<file path="config.mk">
export PLATFORM = sky130hd
export DESIGN_NAME = frontend_ex_pipe
export DESIGN_NICKNAME = d
export VERILOG_FILES = /design/src/rtl/fe_pipe_pkg.sv /design/src/rtl/fe_alu.sv /design/src/rtl/frontend_ex_pipe.sv
export SDC_FILE = /design/constraint.sdc
export NUM_CORES = 1
export LEC_CHECK = 0
export CAP_MARGIN = 10
export CORE_MARGIN = 8
export CORE_UTILIZATION = 31
export CTS_CLUSTER_SIZE = 28
export DETAILED_ROUTE_END_ITERATION = 12
export PLACE_DENSITY = 0.64
export SLEW_MARGIN = 20
export SYNTH_ARGS = -nofsm -noshare
export SYNTH_HDL_FRONTEND = slang
export SYNTH_SLANG_ARGS = --single-unit
</file>
<file path="constraint.sdc">
create_clock -name clk -period 6.7 [get_ports clk]
set_input_delay 1.005 -clock clk [delete_from_list [all_inputs] [get_ports clk]]
set_output_delay 1.005 -clock clk [all_outputs]
set_load 0.02 [all_outputs]
</file>
<file path="src/rtl/fe_pipe_pkg.sv">
// Shared types and ALU opcode encodings for the fetch/decode/execute front end.
package fe_pipe_pkg;

    localparam int unsigned AluAdd  = 0;
    localparam int unsigned AluSub  = 1;
    localparam int unsigned AluSll  = 2;
    localparam int unsigned AluSlt  = 3;
    localparam int unsigned AluSltu = 4;
    localparam int unsigned AluXor  = 5;
    localparam int unsigned AluSrl  = 6;
    localparam int unsigned AluSra  = 7;
    localparam int unsigned AluOr   = 8;
    localparam int unsigned AluAnd  = 9;

    // Execute-stage controls; stype is the MSB.
    typedef struct packed {
        logic stype;
        logic utype;
        logic jtype;
        logic imm_alu;
        logic auipc;
        logic branch_alu;
        logic zeroflag_inv;
        logic alu_mdu;
    } ex_ctrl_t;

    // Controls carried through to later stages untouched.
    typedef struct packed {
        logic [2:0] load_type;
        logic [1:0] store_type;
        logic       write_en;
        logic       branch_pc;
    } wb_ctrl_t;

endpackage

</file>
<file path="src/rtl/fe_alu.sv">
// Combinational integer ALU; unassigned opcodes return zero.
module fe_alu
    import fe_pipe_pkg::*;
#(
    parameter int unsigned WORD_WIDTH   = 32,
    parameter int unsigned ALU_OP_WIDTH = 4
) (
    input  logic [WORD_WIDTH-1:0]   operand_a,
    input  logic [WORD_WIDTH-1:0]   operand_b,
    input  logic [ALU_OP_WIDTH-1:0] alu_op,
    output logic [WORD_WIDTH-1:0]   result
);

    logic [4:0] shamt;
    assign shamt = operand_b[4:0];

    // Opcode decode; arithmetic wraps naturally at WORD_WIDTH.
    always_comb begin
        result = '0;
        case (32'(alu_op))
            AluAdd:  result = operand_a + operand_b;
            AluSub:  result = operand_a - operand_b;
            AluSll:  result = operand_a << shamt;
            AluSlt:  result = WORD_WIDTH'($signed(operand_a) < $signed(operand_b));
            AluSltu: result = WORD_WIDTH'(operand_a < operand_b);
            AluXor:  result = operand_a ^ operand_b;
            AluSrl:  result = operand_a >> shamt;
            AluSra:  result = $unsigned($signed(operand_a) >>> shamt);
            AluOr:   result = operand_a | operand_b;
            AluAnd:  result = operand_a & operand_b;
            default: result = '0;
        endcase
    end

endmodule

</file>
<file path="src/rtl/frontend_ex_pipe.sv">
// IF/ID and ID/EX pipeline registers around an external decoder, plus the execute stage.
module frontend_ex_pipe
    import fe_pipe_pkg::*;
#(
    parameter int unsigned WORD_WIDTH   = 32,
    parameter int unsigned ALU_OP_WIDTH = 4
) (
    input  logic                    clk,
    input  logic                    rst_n,
    input  logic                    stall_ctrl,
    input  logic [WORD_WIDTH-1:0]   program_count_i,
    input  logic [WORD_WIDTH-1:0]   pc_plus4_i,
    input  logic [WORD_WIDTH-1:0]   instruction_i,
    input  logic                    no_op_flag_i,
    output logic [WORD_WIDTH-1:0]   id_pc_o,
    output logic [WORD_WIDTH-1:0]   id_pc_plus4_o,
    output logic [WORD_WIDTH-1:0]   id_instruction_o,
    output logic                    id_no_op_flag_o,
    input  logic [WORD_WIDTH-1:0]   rdata1_i,
    input  logic [WORD_WIDTH-1:0]   rdata2_i,
    input  logic [ALU_OP_WIDTH-1:0] alu_op_ctrl_i,
    input  ex_ctrl_t                ex_ctrl_i,
    input  wb_ctrl_t                wb_ctrl_i,
    output logic [WORD_WIDTH-1:0]   ex_data_o,
    output logic                    branch_comp_flag_o,
    output logic [WORD_WIDTH-1:0]   store_data_o,
    output wb_ctrl_t                wb_ctrl_o
);

    logic [WORD_WIDTH-1:0]   if_pc_q, if_pc4_q, if_instr_q;
    logic                    if_nop_q;
    logic [WORD_WIDTH-1:0]   ex_pc_q, ex_pc4_q, ex_instr_q, ex_rs1_q, ex_rs2_q;
    logic [ALU_OP_WIDTH-1:0] ex_op_q;
    ex_ctrl_t                ex_ctrl_q;
    wb_ctrl_t                wb_q;

    // IF/ID: reset forces a bubble; stall holds.
    always_ff @(posedge clk) begin
        if (!rst_n) begin
            if_pc_q    <= '0;
            if_pc4_q   <= '0;
            if_instr_q <= '0;
            if_nop_q   <= 1'b1;
        end else if (!stall_ctrl) begin
            if_pc_q    <= program_count_i;
            if_pc4_q   <= pc_plus4_i;
            if_instr_q <= instruction_i;
            if_nop_q   <= no_op_flag_i;
        end
    end

    assign id_pc_o          = if_pc_q;
    assign id_pc_plus4_o    = if_pc4_q;
    assign id_instruction_o = if_instr_q;
    assign id_no_op_flag_o  = if_nop_q;

    // ID/EX: a bubble in IF/ID loads an all-zero ADD; stall outranks the bubble.
    always_ff @(posedge clk) begin
        if (!rst_n || (!stall_ctrl && if_nop_q)) begin
            ex_pc_q    <= '0;
            ex_pc4_q   <= '0;
            ex_instr_q <= '0;
            ex_rs1_q   <= '0;
            ex_rs2_q   <= '0;
            ex_op_q    <= ALU_OP_WIDTH'(AluAdd);
            ex_ctrl_q  <= '0;
            wb_q       <= '0;
        end else if (!stall_ctrl) begin
            ex_pc_q    <= if_pc_q;
            ex_pc4_q   <= if_pc4_q;
            ex_instr_q <= if_instr_q;
            ex_rs1_q   <= rdata1_i;
            ex_rs2_q   <= rdata2_i;
            ex_op_q    <= alu_op_ctrl_i;
            ex_ctrl_q  <= ex_ctrl_i;
            wb_q       <= wb_ctrl_i;
        end
    end

    logic [WORD_WIDTH-1:0] imm, opa, opb, alu_result;
    logic                  unused_opcode;
    assign unused_opcode = ^ex_instr_q[6:0];

    // Immediate and operand selection.
    always_comb begin
        if (ex_ctrl_q.stype) begin
            imm = {{(WORD_WIDTH-12){ex_instr_q[31]}}, ex_instr_q[31:25], ex_instr_q[11:7]};
        end else if (ex_ctrl_q.utype) begin
            imm = WORD_WIDTH'({ex_instr_q[31:12], 12'b0});
        end else begin
            imm = {{(WORD_WIDTH-12){ex_instr_q[31]}}, ex_instr_q[31:20]};
        end
        if (ex_ctrl_q.auipc) begin
            opa = ex_pc_q;
        end else if (ex_ctrl_q.utype) begin
            opa = '0;
        end else begin
            opa = ex_rs1_q;
        end
        opb = ex_ctrl_q.imm_alu ? imm : ex_rs2_q;
    end

    fe_alu #(
        .WORD_WIDTH  (WORD_WIDTH),
        .ALU_OP_WIDTH(ALU_OP_WIDTH)
    ) u_alu (
        .operand_a(opa),
        .operand_b(opb),
        .alu_op   (ex_op_q),
        .result   (alu_result)
    );

    // Result select; the MDU path is reserved and reads as zero.
    always_comb begin
        if (ex_ctrl_q.jtype) begin
            ex_data_o = ex_pc4_q;
        end else if (ex_ctrl_q.alu_mdu) begin
            ex_data_o = '0;
        end else begin
            ex_data_o = alu_result;
        end
        branch_comp_flag_o = ex_ctrl_q.branch_alu &
                             ((alu_result == '0) ^ ex_ctrl_q.zeroflag_inv);
    end

    assign store_data_o = ex_rs2_q;
    assign wb_ctrl_o    = wb_q;

endmodule

</file>
# Word level (Yosys, flattened, before mapping)
# Index checks and enable logic that the tools add are counted.
dict set report totals {
  regBits 276
}
dict set report classes {
  magnitude_cmp 2
  bitwise 5
  eq_ne 9
  reduce_logical 6
  n_mux 8
  add_sub_neg 2
  shifts 3
}
# operator count
set ops {}
lappend ops {{32-bit case mux with 10 select lines} 1}
lappend ops {{32-bit 2-to-1 mux} 5}
lappend ops {{32-bit < comparator} 2}
lappend ops {{31-bit 2-to-1 mux} 2}
lappend ops {{32-bit adder} 1}
lappend ops {{32-bit bitwise AND} 1}
lappend ops {{32-bit logical NOT} 1}
lappend ops {{32-bit bitwise OR} 1}
lappend ops {{32-bit by 5-bit left shift with 32-bit output} 1}
lappend ops {{32-bit by 5-bit right shift with 32-bit output} 1}
lappend ops {{32-bit by 5-bit >>> shifter with 32-bit output} 1}
lappend ops {{32-bit subtractor} 1}
lappend ops {{32-bit XOR} 1}
lappend ops {{4-bit by 3-bit == test with 1-bit output, second input constant} 4}
lappend ops {{4-bit by 2-bit == test with 1-bit output, second input constant} 2}
lappend ops {{4-bit == test, second input constant} 2}
lappend ops {{4-bit by 1-bit == test with 1-bit output, second input constant} 1}
lappend ops {{4-bit logical NOT} 1}
lappend ops {{1-bit logical NOT} 2}
lappend ops {{1-bit bitwise AND} 1}
lappend ops {{1-bit logical AND} 1}
lappend ops {{1-bit logical OR} 1}
lappend ops {{1-bit XOR} 1}

# Longest topological paths before layout
# Gate-level depths: netlist of run 1.
dict set report depth {
  depth_word 8
  depth_mapped 25
}

# By module
# From an unflattened synthesis of run 1, not the netlist that was laid out.
dict set report hier_totals {
  cells_unflattened 2356
  area_unflattened_um2 18975.7
}
# module n_inst cells_each seq_area_each_um2 area_per_inst_um2
set by_module_without_submodules {}
lappend by_module_without_submodules {frontend_ex_pipe 1 1069 5385.2 10911.7}
lappend by_module_without_submodules {fe_alu 1 1287 0.0 8064.0}

# Worst setup path before layout of run 1
# No wires, ideal clock.
dict set report synth_path {
  path_kind {register -> output}
  from {register ex_ctrl_q[7] (netlist name)}
  to {output branch_comp_flag_o}
  n_path_buf 6
  arrival_time_ns 6.017
  path_slack_ns -0.322
  stages_incl_launch_ff 23
  path_cell_list {dfxtp_1 -> buf_2 -> nand2_1 -> a31o_1 -> buf_4 -> buf_2 -> buf_2 -> buf_1 -> clkbuf_1 -> ha_1 -> nor2b_1 -> o2111ai_1 -> a31oi_1 -> or4_1 -> a221o_1 -> a21boi_0 -> xnor2_1 -> nor2_1 -> or4_1 -> or4b_1 -> or4_1 -> nor2_1 -> mux2i_1}
}
dict set report synth_between {
  elab_chain_len 7
}
# element line_no
set synth_rtl {}
lappend synth_rtl {{start, declared} frontend_ex_pipe.sv:34} ;# ex_ctrl_t ex_ctrl_q;
lappend synth_rtl {{start signal, assigned} frontend_ex_pipe.sv:75} ;# ex_ctrl_q <= ex_ctrl_i;
lappend synth_rtl {{31-bit 2-to-1 mux (*)} frontend_ex_pipe.sv:86} ;# if (ex_ctrl_q.stype) begin
lappend synth_rtl {{32-bit 2-to-1 mux (*)} frontend_ex_pipe.sv:100} ;# opb = ex_ctrl_q.imm_alu ? imm : ex_rs2_q;
lappend synth_rtl {{32-bit subtractor, or another cell as far along} fe_alu.sv:22} ;# AluSub: result = operand_a - operand_b;
lappend synth_rtl {{32-bit case mux with 10 select lines (*)} fe_alu.sv:20} ;# case (32'(alu_op))
lappend synth_rtl {{32-bit logical NOT (*)} frontend_ex_pipe.sv:123} ;# ((alu_result == '0) ^ ex_ctrl_q.zeroflag_inv);
lappend synth_rtl {{1-bit XOR (*)} frontend_ex_pipe.sv:123}
lappend synth_rtl {{1-bit bitwise AND (*)} frontend_ex_pipe.sv:122} ;# branch_comp_flag_o = ex_ctrl_q.branch_alu &
lappend synth_rtl {{end, declared} frontend_ex_pipe.sv:25} ;# output logic branch_comp_flag_o,
# Every way passes the cells marked *; elsewhere a longest branch is shown, timed or not.

# Final worst setup path of run 1
dict set report layout_path {
  from {register ex_ctrl_q[3] (netlist name)}
  to {output branch_comp_flag_o}
}
dict set report layout_between {
  elab_chain_len 6
}
# element line_no
set layout_rtl {}
lappend layout_rtl {{32-bit 2-to-1 mux (*)} frontend_ex_pipe.sv:93} ;# if (ex_ctrl_q.auipc) begin
lappend layout_rtl {{32-bit subtractor, or another cell as far along} fe_alu.sv:22}
lappend layout_rtl {{32-bit case mux with 10 select lines (*)} fe_alu.sv:20}
lappend layout_rtl {{32-bit logical NOT (*)} frontend_ex_pipe.sv:123}
lappend layout_rtl {{1-bit XOR (*)} frontend_ex_pipe.sv:123}
lappend layout_rtl {{1-bit bitwise AND (*)} frontend_ex_pipe.sv:122}
# Marked as above.

==> summary.txt, run 1 <==
Layout
  – Layout overhead on the synthesized area: 52.6%
  – Layout Nets: between 3000 and 4000
  – Multi-input gate area: about 15000 µm²
  – Reg area: about 5400 µm²
  – Final instance area: 32000 µm²
  – Fillers: ~6800
  – Layout cells sized above 1: around 26%

Clocking
  – CTS Buf Count: 30
  – Htree depth: 1
  – Clk pin slew, worst setup/hold paths: 70 ps
  – Clock buffer depth: 3
  – CTS tree: built
  – Root buf cell: clkbuf_16
  – CTS Sinks: between 200 and 300
  – Worst-Skew Late Latency: 610 ps

Hold path
  – Hold Path Class: flip-flop to flip-flop

Die
  – Die Ht: ~280 µm
  – # rows: 95
  – Die Area: 76200 µm²
  – Core area: approximately 67000 µm²
  – Initial core utilization: 31.3%
  – Die X-Extent: about 280 µm
  – Num ports: ~350

Logic synthesis
  – EDFF count, synth: 0
  – Main synth FF type: dfxtp_1
  – Post-Synthesis Cells: around 2700
  – Sequential fraction of the synthesis area: between 20% and 30%
  – Mapped cell area: about 21000 µm²
  – Post-Syn Area per Cell: 7.84 µm²
  – Mapped Nets: about 3000
  – Yosys synthesis warning count: 0
  – Ys async rst share: 0%
  – Register bit total from synthesis: approximately 270
  – Distinct cell type count after synthesis: 97

Route
  – Vias per Instance: 5.68
  – Total length of routed wires: about 130000 µm
  – Initial DRC count: between 3000 and 4000
  – Pre-antenna DRT Iters: 6
  – Via Count: between 20000 and 30000
  – Drt drc: 0
  – Routed Antenna Nets: 0
  – DR WL/cell: ~28 µm

Placed design
  – GPL Wtd Cong: 1.05
  – Port Buf Inserts: about 350
  – Dpl hpwl: approximately 100000 µm
  – Pre-CTS setup slack: -728 ps
  – Placed inst area: 30100 µm²

Setup path
  – Worst-path fanout max: 8
  – Worst path required time: 5690 ps
  – Arrival @ worst endpoint: roughly 5900 ps
  – CP Cell Sequence: buf_4 -> o21ai_0 -> buf_4 -> ha_2 -> inv_1 -> a21oi_1 -> o21ai_0 -> or4_1 -> a221o_1 -> a21boi_2 -> xnor2_1 -> nor2_2 -> or4_4 -> or4b_4 -> or4_4 -> nor2_4 -> mux2i_2 -> buf_4
  – Critical path's largest stage delay: 590 ps
  – CP dominant cell by count: buf_4
  – CP Launch Type: flip-flop
  – WS Path Type: flip-flop to primary output
  – Critical Path Sink Type: primary output
  – Slowest CP cell: or4b_4

STA
  – Setup_tns: -208 ps
  – Final number of setup-violating endpoints: 1
  – Pins Over Slew Limit: 0
  – Final min period: 6910 ps
  – RSZ-0062 raised after global routing: true
  – Clk_skew: about 16 ps
  – Count of final hold-check violations: 0
  – Slew @ Worst Pin: 1070 ps
  – Fmax achieved: 0.145 GHz
  – Slew headroom: 28.7%
  – Final WS setup: -208 ps
  – Final worst path period share: 103%

Global routing
  – First-pass GRT wire length: 178000 µm
  – Pin count of the biggest net entering global routing: 102
  – Vias in the first global route: about 25000
  – Global route overflow: 0
  – GRT Total Usage: between 30% and 40%
  – Initial antenna violation count: 4

Power and ir drop
  – Pwr dens: around 180 nW/µm²
  – Leakage dissipation: around 14 nW
  – Worst VDD drop: 0.178 mV

Outcome
  – Status: complete, but fails checks
  – Failing checks: setup timing

Run
  – Max Cap Violations: 0
## placed cells by master, fill, tap and decap left out, types with 18 or more instances in the layout
cell type,count
inv_1,90
nand2b_1,20
a22oi_1,22
o21ai_0,95
nand2_1,219
nor2b_1,106
o31ai_1,19
clkdlybuf4s50_1,347
dfxtp_1,264
clkbuf_16,30
a21o_1,44
buf_4,716
nor2_1,353
a21oi_1,166
o211ai_1,37
mux2i_1,343
nor3_1,40
ha_1,92
a31oi_1,18
nand3_1,35
a22o_1,31
o22ai_1,59
## worst max-delay path: cells and delay by family, from the launching register on
family | cells | cell delay [ps]
flip-flops | 1 | 460
AO/OA/AOI/OAI | 5 | 1160
AND/OR/NAND/NOR | 6 | 2160
multiplexers | 1 | 250
adder cells (fa/ha/maj) | 1 | 400
XOR/XNOR | 1 | 160
buffers and inverters | 4 | 680
## power breakdown
group	switching (mW)	internal (mW)
Combinational	1.36	1.09
Sequential	0.0667	1.67
Clock	0.735	0.925
Total	2.16	3.69
## state kept, by name, indices dropped and copies added (netlist names)
| name | flops |
|---|---|
| wb_ctrl_o | 7 |
| id_pc_plus4_o | 32 |
| id_instruction_o | 32 |
| ex_instr_q | 25 |
| ex_ctrl_q | 8 |
| id_pc_o | 32 |
| ex_pc4_q | 32 |
| ex_pc_q | 32 |
| ex_rs1_q | 32 |
| ex_op_q | 4 |
| store_data_o | 32 |
| id_no_op_flag_o | 1 |
## cell families (layout without fill, tap and decap cells)
kind of cell	Yosys count	in the layout	synth area share, %
adders and majority gates	103	103	6.22
and+or+nand+nor	902	902	20.0
AOI/OAI and AO/OA	718	718	23.4
xor gates and xnor gates	13	13	0.543
DFF	269	269	25.7
buffers and inverters	309	1242	6.26
muxes	361	361	17.9
other	0	5	0
## per-stage QoR
stage	hold WS, ps	std cells	total power, mW	utilization, %
2_1_floorplan	455	2675	2.77	-
3_3_place_gp	474	4405	4.06	45.0
3_5_place_dp	481	4405	4.04	45.0
4_1_cts	496	4467	5.76	47.1
5_1_grt	519	4482	6.04	47.7
6_report	489	4486	5.85	47.7
## final cells by class
class,instances,area share (%)
Antenna cell,5,0.0391
Sequential cell,269,16.9
Multi-Input combinational cell,2097,46.7
Clock inverter,14,0.473
Inverter,105,1.26
Tap cell,873,3.41
Clock buffer,39,2.61
Timing Repair Buffer,1084,28.6
## metal layers
layer | vias up | track usage, % | wire (µm)
met1 | 12300 | 41.4 | 53400
met5 | - | 0 | 9
met3 | 267 | 7.32 | 12300
li1 | 11500 | - | -
met2 | 1358 | 47.8 | 54200
met4 | 2 | 11.7 | 5430
## synthesized netlist by cell type (41+ instances only)
master | number | share of area (%)
nor2_1 | 357 | 6.4
mux2i_1 | 344 | 16
dfxtp_1 | 269 | 26
nand2_1 | 221 | 4.0
a21oi_1 | 171 | 4.1
clkbuf_1 | 123 | 2.2
nor2b_1 | 110 | 3.3
o21ai_0 | 108 | 2.6
ha_1 | 101 | 6.0
inv_1 | 92 | 1.6
o22ai_1 | 61 | 1.8
a21o_1 | 45 | 1.6
nor3_1 | 41 | 0.98
## final timing paths
check	startpoint	endpoint	slack, ps	cells after the start
min reg2reg	ex_rs1_q[27]$_SDFFE_PP0N_	ex_rs1_q[27]$_SDFFE_PP0N_	490	2
max reg2reg	id_no_op_flag_o$_SDFFE_PN1N_	ex_ctrl_q[4]$_SDFFE_PP0N_	4970	4
min	ex_rs1_q[27]$_SDFFE_PP0N_	ex_rs1_q[27]$_SDFFE_PP0N_	490	2
max	ex_ctrl_q[3]$_SDFFE_PP0N_	branch_comp_flag_o	-210	18
## what timing repair did
action / in CTS / in global routing
endpoints found under the setup margin: 3 / 7
resized for setup: 92 / 59
pin swaps: 36 / 43
setup buffers: 10 / 14
hold buffers: 0 / 0
No activity file was read; power rests on OpenSTA's default activity.
==> run 2, diff against run 1 <==
Settings changed: PLACE_DENSITY 0.64 to 0.51.
==> summary.txt, run 2 (synthesis results as in run 1) <==
Setup path
  – Origin of the worst setup path: ex_ctrl_q[7]$_SDFFE_PP0N_
  – Reg2reg end: ex_instr_q[19]$_SDFFE_PP0N_
  – Worst r2r src: id_no_op_flag_o$_SDFFE_PN1N_
  – Critical path's largest stage delay: around 570 ps
  – WS Path Type: flip-flop to primary output
  – CP Launch Type: flip-flop
  – Arrival @ worst endpoint: roughly 6000 ps
  – Critical Path Sink Type: primary output
  – Delay-heaviest family, CP: simple AND/OR/NAND/NOR gates
  – WP buf/inv: 4
  – R2r setup slk: between 5000 and 6000 ps
  – Cell count of the worst reg-to-reg path: 4
  – Worst path required time: approximately 5700 ps
  – Slowest CP cell: or4_4
  – Worst-path fanout max: 8
  – CP Cell Sequence: or3b_4 -> a31o_4 -> buf_6 -> buf_6 -> inv_6 -> fa_2 -> nor2b_2 -> o2111a_1 -> o211ai_1 -> a21o_1 -> nand3_2 -> a221o_1 -> o21ai_2 -> nand3_2 -> or4_4 -> or4b_4 -> or4_4 -> nor2_4 -> mux2i_2 -> buf_4

Die
  – Die X-Extent: between 200 and 300 µm
  – Die Area: 76200 µm²
  – Core area: roughly 67000 µm²
  – Initial core utilization: 31.3%
  – # rows: 95
  – Die Ht: 276 µm
  – Num ports: ~350

STA
  – RSZ-0062 raised after global routing: true
  – Fmax achieved: ~0.15 GHz
  – Clk_skew: approximately 5.8 ps
  – Slew headroom: ~24%
  – Final WS setup: -170 ps
  – Slew @ Worst Pin: around 1100 ps
  – Final number of setup-violating endpoints: 1
  – Final worst path period share: 103%
  – WHS: between 400 and 500 ps
  – Pins Over Slew Limit: 0
  – Count of final hold-check violations: 0
  – Final min period: 6870 ps

Global routing
  – Grt met2 use: 49.5%
  – GR Util met3: roughly 7%
  – First-pass GRT wire length: 181000 µm
  – Pin count of the biggest net entering global routing: 170
  – GRT Total Usage: between 30% and 40%
  – Layer carrying the most global-route usage: met2
  – Vias in the first global route: ~25000
  – Met1 capacity usage during global routing: between 40% and 50%
  – Global route overflow: 0
  – Initial antenna violation count: 10

Layout
  – Layout Nets: around 3800
  – Fin cells: roughly 4400
  – Commonest non-fill, non-tap cell in the layout: buf_4
  – Most frequent cells in the layout: buf_4, nor2_1, clkdlybuf4s50_1
  – Final core occ: 47.1%
  – Layout overhead on the synthesized area: 50.7%
  – Final instance area: ~32000 µm²
  – Layout cells sized above 1: between 20% and 30%

Route
  – Total length of routed wires: between 100000 and 150000 µm
  – Initial DRC count: roughly 2500
  – Vias per Instance: 5.66
  – Pre-antenna DRT Iters: 6
  – DR WL/cell: ~29 µm
  – Drt drc: 0
  – Via Count: ~25000
  – Routed Antenna Nets: 0

Power and ir drop
  – Sw frac: 36.5%
  – Leakage dissipation: roughly 14 nW
  – Clock network power share: 28.6%
  – Pint: 3.68 mW
  – Worst VDD drop: approximately 0.19 mV
  – Sequential power share: around 30%
  – P_sw: 2.12 mW
  – Pwr dens: roughly 180 nW/µm²
  – Gate power share: around 42%
  – Design Power: between 5 and 6 mW

Clocking
  – Root buf cell: clkbuf_16
  – Hold Buf Count CTS: 0
  – Clock buffer depth: 3
  – CTS Sinks: 269
  – Htree depth: 1
  – CTS tree: built
  – CTS Buf Count: 31
  – Clk pin slew, worst setup/hold paths: 60 ps
  – Worst-Skew Late Latency: 590 ps

Placed design
  – Placed inst area: roughly 30000 µm²
  – Dpl hpwl: approximately 100000 µm
  – Port Buf Inserts: about 350
  – Placed Cells: roughly 4400
  – GPL Wtd Cong: a little over 1

Outcome
  – Failing checks: setup timing
  – Status: complete, but fails checks

Hold path
  – Hold Path Class: flip-flop to flip-flop
  – Hold-critical path depth: 2
  – Worst hold start: ex_pc4_q[5]$_SDFFE_PP0N_
  – Worst Hold End: ex_pc4_q[5]$_SDFFE_PP0N_

Run
  – Max Cap Violations: 0
run 2: cell types whose count changed in the layout (fill, tap and decap cells not counted), sizes merged:
cell	previous run	this run
clkbuf	39	44
clkinv	16	13
dlygate4sd2	0	1
clkdlybuf4s50	347	346
inv	100	101
diode	5	2
buf	736	680
run 2: power by group through the flow:
stage / Sequential [mW] / Combinational, mW / Clock [mW]
finish: 1.73 / 2.40 / 1.66
global route: 1.74 / 2.51 / 1.77
CTS: 1.73 / 2.31 / 1.70
detailed placement: 1.77 / 2.26 / 0
global placement: 1.76 / 2.27 / 0
floorplan: 1.79 / 0.979 / 0
run 2: routing by layer:
| metal | part of all wire [%] | vias to the layer above |
|---|---|---|
| li1 | - | 11400 |
| met1 | 43 | 12100 |
| met2 | 43 | 1250 |
| met3 | 8.7 | 259 |
| met4 | 5.3 | 12 |
| met5 | 0.066 | - |
run 2: how the worst max path moves through the flow:
stage | slack, ps | cells past startpoint | end
floorplan | 4 | 21 | branch_comp_flag_o
detailed placement | -800 | 23 | branch_comp_flag_o
global placement | -870 | 23 | branch_comp_flag_o
finish | -170 | 20 | branch_comp_flag_o
global route | -340 | 22 | branch_comp_flag_o
CTS | -300 | 17 | branch_comp_flag_o
run 2: worst min-delay path, cell delays in order (launching register included):
cell	delay (ps)
dfxtp_1	330
mux2i_1	70
nor2_1	70
run 2: per-stage QoR:
| step | setup TNS (ps) | setup slack [ps] |
|---|---|---|
| floorplan | 0 | 3.91 |
| global placement | -871 | -871 |
| detailed placement | -799 | -799 |
| CTS | -300 | -300 |
| global route | -364 | -342 |
| finish | -170 | -170 |
run 2: repair_timing:
| action | 4_1_cts | 5_1_grt |
|---|---|---|
| setup endpoints to repair | 7 | 8 |
| gates resized for setup | 65 | 77 |
| pin swaps | 21 | 36 |
| buffers inserted | 7 | 8 |
| cloned | 0 | 0 |
run 2: cell type report:
cell class,count,area [µm²]
clock inverter,12,120
tap,873,1090
timing repair buffer,1028,8790
multi-input combinational,2097,14900
sequential,269,5400
inverter,105,410
antenna,2,5.00
clock buffer,44,875
fill,6662,35400
